### config.mk
export PLATFORM = sky130hd
export DESIGN_NAME = logit_argmax
export DESIGN_NICKNAME = d
export VERILOG_FILES = /design/src/rtl/nn_pkg.sv /design/src/rtl/logit_argmax.sv
export SDC_FILE = /design/constraint.sdc
export NUM_CORES = 1
export LEC_CHECK = 0
export CAP_MARGIN = 20
export CORE_MARGIN = 3
export CORE_UTILIZATION = 52
export CTS_BUF_LIST = sky130_fd_sc_hd__clkbuf_4 sky130_fd_sc_hd__clkbuf_8 sky130_fd_sc_hd__clkbuf_16
export CTS_CLUSTER_SIZE = 40
export DETAILED_ROUTE_END_ITERATION = 8
export PLACE_DENSITY = 0.8
export SLEW_MARGIN = 10
export SYNTH_ARGS = -nofsm -noshare
export SYNTH_HDL_FRONTEND = slang
export SYNTH_SLANG_ARGS = --single-unit
### constraint.sdc
create_clock -name clk -period 5.1 [get_ports clk]
set_clock_uncertainty 0.15 [all_clocks]
set_input_delay 1.02 -clock clk [delete_from_list [all_inputs] [get_ports clk]]
set_output_delay 1.02 -clock clk [all_outputs]
set_load 0.005 [all_outputs]
### src/rtl/nn_pkg.sv
// Shared classifier constants and types for the logit argmax block.
package nn_pkg;
  localparam int NUM_CLASSES = 10;
  localparam int CLASS_IDX_W = 4;

  typedef int logit_t;

  typedef enum logic [1:0] {
    IDLE = 2'd0,
    SCAN = 2'd1,
    HOLD = 2'd2
  } argmax_state_e;
endpackage

### src/rtl/logit_argmax.sv
// Sequential argmax over a latched logits vector: one signed compare per cycle,
// result held with valid/ready until consumed.
module logit_argmax
  import nn_pkg::*;
(
  input  logic                   clk,
  input  logic                   rst,
  input  logic                   in_valid,
  output logic                   in_ready,
  input  logit_t                 logits [NUM_CLASSES],
  output logic                   out_valid,
  input  logic                   out_ready,
  output logic [CLASS_IDX_W-1:0] class_idx,
  output logit_t                 max_val
);

  localparam logic [CLASS_IDX_W-1:0] LAST_IDX = CLASS_IDX_W'(NUM_CLASSES - 1);

  argmax_state_e          state_q, state_d;
  logit_t                 lat_q [NUM_CLASSES];
  logit_t                 lat_d [NUM_CLASSES];
  logic [CLASS_IDX_W-1:0] cnt_q, cnt_d;
  logic [CLASS_IDX_W-1:0] best_idx_q, best_idx_d;
  logit_t                 best_val_q, best_val_d;
  logic [CLASS_IDX_W-1:0] idx_q, idx_d;
  logit_t                 max_q, max_d;
  logic [15:0]            res_cnt_q, res_cnt_d;
  logit_t                 elem;

  assign in_ready  = (state_q == IDLE);
  assign out_valid = (state_q == HOLD);
  assign class_idx = idx_q;
  assign max_val   = max_q;
  assign elem      = lat_q[cnt_q];

  always_comb begin
    state_d    = state_q;
    lat_d      = lat_q;
    cnt_d      = cnt_q;
    best_idx_d = best_idx_q;
    best_val_d = best_val_q;
    idx_d      = idx_q;
    max_d      = max_q;
    res_cnt_d  = res_cnt_q;
    unique case (state_q)
      IDLE: if (in_valid) begin
        lat_d      = logits;
        best_idx_d = '0;
        best_val_d = logits[0];
        cnt_d      = CLASS_IDX_W'(1);
        state_d    = SCAN;
      end
      SCAN: begin
        // Strict > keeps the earliest index on ties; logit_t is signed.
        if (elem > best_val_q) begin
          best_idx_d = cnt_q;
          best_val_d = elem;
        end
        cnt_d = cnt_q + CLASS_IDX_W'(1);
        if (cnt_q == LAST_IDX) begin
          idx_d   = (elem > best_val_q) ? cnt_q : best_idx_q;
          max_d   = (elem > best_val_q) ? elem  : best_val_q;
          state_d = HOLD;
        end
      end
      HOLD: if (out_ready) begin
        res_cnt_d = res_cnt_q + 16'd1;
        state_d   = IDLE;
      end
      default: state_d = IDLE;
    endcase
  end

  always_ff @(posedge clk) begin
    if (rst) begin
      state_q    <= IDLE;
      lat_q      <= '{default: '0};
      cnt_q      <= '0;
      best_idx_q <= '0;
      best_val_q <= '0;
      idx_q      <= '0;
      max_q      <= '0;
      res_cnt_q  <= '0;
    end else begin
      state_q    <= state_d;
      lat_q      <= lat_d;
      cnt_q      <= cnt_d;
      best_idx_q <= best_idx_d;
      best_val_q <= best_val_d;
      idx_q      <= idx_d;
      max_q      <= max_d;
      res_cnt_q  <= res_cnt_d;
    end
  end

endmodule

# Word-level counts from Yosys, hierarchy flattened
# Cells that the tools add are included.
dict set report totals {
  regBits 398
  input_bits 324
  output_inout_bits 38
  word_cells 47
}
dict set report classes {
  n_addsub 1
  order_cmp 2
  eq_ne 6
  mux 15
  bitwise_logic 1
  n_reduce_logical 6
}
# cell n
set op_table {}
lappend op_table {{$bmux 32 s4} 1}
lappend op_table {{$mux 32} 4}
lappend op_table {{$pmux 32 s2} 1}
lappend op_table {{$gt 32x32->1} 1}
lappend op_table {{$pmux 4 s2} 2}
lappend op_table {{$mux 4} 3}
lappend op_table {{$mux 2} 3}
lappend op_table {{$pmux 2 s3} 1}
lappend op_table {{$reduce_and 2->1} 3}
lappend op_table {{$ge 5x5->1 const B} 1}
lappend op_table {{$not 4->5} 1}
lappend op_table {{$add 4x1->4 const B} 1}
lappend op_table {{$eq 4x4->1 const B} 1}
lappend op_table {{$ne 2x2->1 const B} 2}
lappend op_table {{$reduce_and 3->1} 1}
lappend op_table {{$eq 2x1->1 const B} 1}
lappend op_table {{$eq 2x2->1 const B} 1}
lappend op_table {{$logic_not 2->1} 1}
lappend op_table {{$ne 2x1->1 const B} 1}
lappend op_table {{$reduce_bool 2->1} 1}

# Longest topological paths before layout
dict set report depth {
  ltp_word 7
  ltp_mapped 16
  depth_no_buf 11
}

# Least setup slack after synthesis
# Ideal clock, no wire load.
dict set report synth_timing {
  path_type {register to register}
  startpoint {reg cnt_q[0]}
  endpoint {reg best_val_q[25] in the netlist's numbering}
  setup_ps 122
  arrival_ps 3490
  required_time_ps 4828
  setup_slack_ps 1338
  path_stages_with_launch 16
  n_path_buf 4
  period_less_slack_ps 3762
  cell_sequence {dfxtp_1 -> buf_4 -> buf_2 -> mux4_2 -> mux2i_1 -> o22ai_1 -> ha_1 -> a211oi_1 -> o21ai_0 -> a221o_1 -> a21oi_2 -> a21o_1 -> buf_4 -> buf_4 -> a21oi_1 -> a311o_1}
}
dict set report synth_between {
  elab_chain_len 7
}
# element line_no
set synth_lines {}
lappend synth_lines {{start, declared} logit_argmax.sv:22} ;# logic [CLASS_IDX_W-1:0] cnt_q, cnt_d;
lappend synth_lines {{start signal, assigned} logit_argmax.sv:87} ;# cnt_q <= cnt_d;
lappend synth_lines {{$not 4->5 (implied by the code) *} logit_argmax.sv:34} ;# assign elem = lat_q[cnt_q];
lappend synth_lines {{$bmux 32 s4 *} logit_argmax.sv:34}
lappend synth_lines {{$mux 32 (implied by the code) * (2 in a row)} logit_argmax.sv:34}
lappend synth_lines {{$gt 32x32->1} logit_argmax.sv:55} ;# if (elem > best_val_q) begin
lappend synth_lines {{$mux 32 *} logit_argmax.sv:55}
lappend synth_lines {{$pmux 32 s2 *} logit_argmax.sv:45} ;# unique case (state_q)
lappend synth_lines {{end signal, assigned} logit_argmax.sv:89} ;# best_val_q <= best_val_d;
lappend synth_lines {{end, declared} logit_argmax.sv:24} ;# logit_t best_val_q, best_val_d;
# Mark *: on every way between the ends. The rest lies on a longest branch, timed or not. The select of a mux whose other input is x is not followed.
# A chain may end at the register's enable or synchronous reset.

# Worst setup path after layout
dict set report layout_timing {
  startpoint {reg cnt_q[0]}
  endpoint {reg best_val_q[3] in the netlist's numbering}
}
# Same word-level chain as after synthesis.

==> summary.txt <==
Clock tree
  • Hold Buf Count CTS: 0
  • Clock slew at reported path FFs: 0.06 ns
  • Clk sink count: between 300 and 400
  • CTS Buf Count: 41
  • Root buf cell: clkbuf_16
  • Clock Latency Late Sink: 0.54 ns
  • CTS tree: yes
  • H-tree depth: 2
  • Maximum clock insertion buffer count: 3

Worst setup path
  • Worst-path fanout max: 34
  • CP endpoint kind: flip-flop
  • Slowest CP cell: nor2_4
  • CP dominant cell by count: buf_12
  • CP Data Required Time: 5.42 ns
  • Crit path DAT: a little under 5 ns
  • Critical Path Start Type: flip-flop
  • Worst Setup Path Type: reg2reg
  • Path depth of the worst reg2reg path: 14
  • WP buf/inv: 3
  • CP Cell Sequence: buf_12 > buf_4 > mux4_2 > mux2i_1 > o22ai_1 > ha_1 > nor2b_1 > o211ai_1 > a2111oi_2 > o41ai_2 > a21oi_1 > nor2_4 > buf_12 > a311o_1
  • CP top delay family: compound AO/OA/AOI/OAI gates
  • Max stage delay on crit path: 0.52 ns
  • CP Depth: 14

Finish
  • Most frequent cells in the layout: 711 x nand2_1, 395 x dfxtp_1, 394 x a21oi_1
  • Layout cell share with drive strength beyond 1: 0.09102
  • Final core occ: 0.6886
  • Area Overhead vs Synth: 28.91%
  • Nets: 2792
  • Most common cell after layout, fill and taps aside: nand2_1
  • Post-route insts no fill: 2910

Place
  • Dpl hpwl: 41.44 mm
  • DP Worst Slack: 0.2886 ns
  • Gpl congestion: 0.9490
  • Port bufs: 361
  • Placed Cells: 2838

STA
  • Setup tns final: 0 ns
  • Final hold violations: 0
  • Worst Tran Pin Value: 1.081 ns
  • Worst slew margin: 0.2794
  • WHS: 0.3023 ns
  • Fmax: 216.4 MHz
  • Fin crit period: between 4 and 5 ns
  • Worst Setup Slack, final: 0.4785 ns
  • Final setup viols: 0
  • Max-slew violation total from the final report: 0
  • Period utilization: 0.9062
  • Unrepaired setup endpoints after global routing: false

Power
  • Largest vdd supply drop: 0.2085 mV
  • Lkg Pwr: 8.317 nW
  • Power density over cell area: 336.9 nW/um2

Global routing
  • Pin count of the biggest net entering global routing: 182
  • All-Layer GR Usage: 0.3042
  • Initial antenna violation count: 4
  • Vias in the first global route: about 17000
  • First-pass GRT wire length: 88.87 mm
  • GRT overflow: 0

Yosys
  • Number of synthesis warnings: 0
  • Number of synthesized register bits: 398
  • Mapped cell area: 18140 um2
  • Syn avg cell area: 8.327 um2
  • Netlist cell types: 52
  • Synthesized Nets: between 2000 and 3000
  • Synthesized instance count: 2178
  • Register area share after synthesis: 0.4393
  • Asr flop ratio synth: 0
  • Post-synth EDFFs: 0
  • Synth Flop Type: dfxtp_1

Detailed routing
  • Initial DRT Pass Iterations: 5
  • Via/cell ratio: 5.836
  • Antenna viol nets, final: 0
  • Residual DRC: 0
  • Routed length per instance: 20.08 um
  • Vias: 16980
  • Total Wirelength: 58.43 mm
  • DR iter-0 viols: around 1600

Floorplan
  • DIE AREA: 37150 um2
  • Die X: 192.8 um
  • Starting Density: 0.5342
  • Core box area: 33950 um2
  • Die Span Y: between 150 and 200 um
  • Row count: 67
  • I/O pin count: 362

Outcome
  • Status: complete, no violations

Min path
  • Hold Path Class: reg2reg
  • Worst hold stages: 2

Run
  • Max-cap violation count: 0
-- final cells by class --
cell class | count | area (um2)
flip-flops and latches | 398 | 7976
repair buffers | 402 | 4064
inverters | 34 | 127.6
diodes | 1 | 2.502
clock inverters | 14 | 151.4
well taps | 448 | 560.5
clock buffers | 56 | 1217
multi-input cells | 1557 | 9280
fillers | 2689 | 10570
-- cells by family after synthesis --
family | count (synthesis) | synth area share
AND/OR/NAND/NOR | 835 | 0.1790
multiplexers | 129 | 0.1154
AO/OA/AOI/OAI | 558 | 0.1917
buffers and inverters | 224 | 0.05105
adder cells (fa/ha/maj) | 34 | 0.02346
flip-flops | 398 | 0.4393
-- tightest hold or removal path, stage by stage, from the launching register on --
cell and delay [ns]:
dfxtp_1 0.31, nand2_1 0.05, a21oi_1 0.05
-- where the power goes --
group          internal, W  switching [W]
Clock              0.00178        0.00125
Sequential         0.00328       0.000116
Combinational     0.000604       0.000848
-- routing by layer --
| metal | up-vias | global-route usage | routed length [um] |
|---|---|---|---|
| li1 | 8047 | - | - |
| met1 | 8008 | 0.4174 | 24350 |
| met3 | 107 | 0.08102 | 6221 |
| met5 | - | 0 | 34 |
| met4 | 6 | 0.09751 | 1752 |
| met2 | 814 | 0.4694 | 26070 |
-- cell usage after synthesis, drive strengths merged, types with 2 or more instances --
cell type  number  area, um2
a311oi          3      26.28
clkbuf        142      533.0
o311ai          3      26.28
and4            2      17.52
nand3           5      25.02
a311o          31      310.3
nand2         713       2676
and2            2      12.51
nor2           79      299.0
nor3b           2      15.01
mux4           64       1441
ha             34      425.4
mux2i          64      640.6
a2111oi        32      475.5
inv            34      127.6
o22ai          31      193.9
a211oi         34      255.2
and3            2      12.51
a21o            2      15.01
nor4            4      25.02
buf            48      265.3
a21oi         395       1981
nand2b          9      56.30
nand4          10      62.56
a31o            2      17.52
dfxtp         398       7968
o21bai          3      22.52
o21ai          12      60.05
nor2b           3      18.77
-- flip-flops by register name, indices dropped and copies added (netlist names) --
| name | count |
|---|---|
| best_idx_q | 4 |
| best_val_q | 32 |
| class_idx | 4 |
| cnt_q | 4 |
| lat_q | 320 |
| max_val | 32 |
| state_q | 2 |
-- what timing repair did --
action	4_1_cts	5_1_grt
gates resized for setup	0	0
buffers inserted	0	0
setup endpoints to repair	0	34
-- metrics by stage --
step	power (W)	cell area, um2
3_5_place_dp	0.004871	22000
6_report	0.007878	23380
4_1_cts	0.007869	23370
2_1_floorplan	0.004298	18140
3_3_place_gp	0.004845	22000
5_1_grt	0.008155	23380
-- worst paths after layout --
path	endpoint	startpoint	slack [ns]
min reg2reg	lat_q[227]	lat_q[227]	0.30
max	best_val_q[3]	cnt_q[0]	0.48
min	lat_q[227]	lat_q[227]	0.30
max reg2reg	best_val_q[3]	cnt_q[0]	0.48
Note: power is estimated with default switching activity, not from simulation.
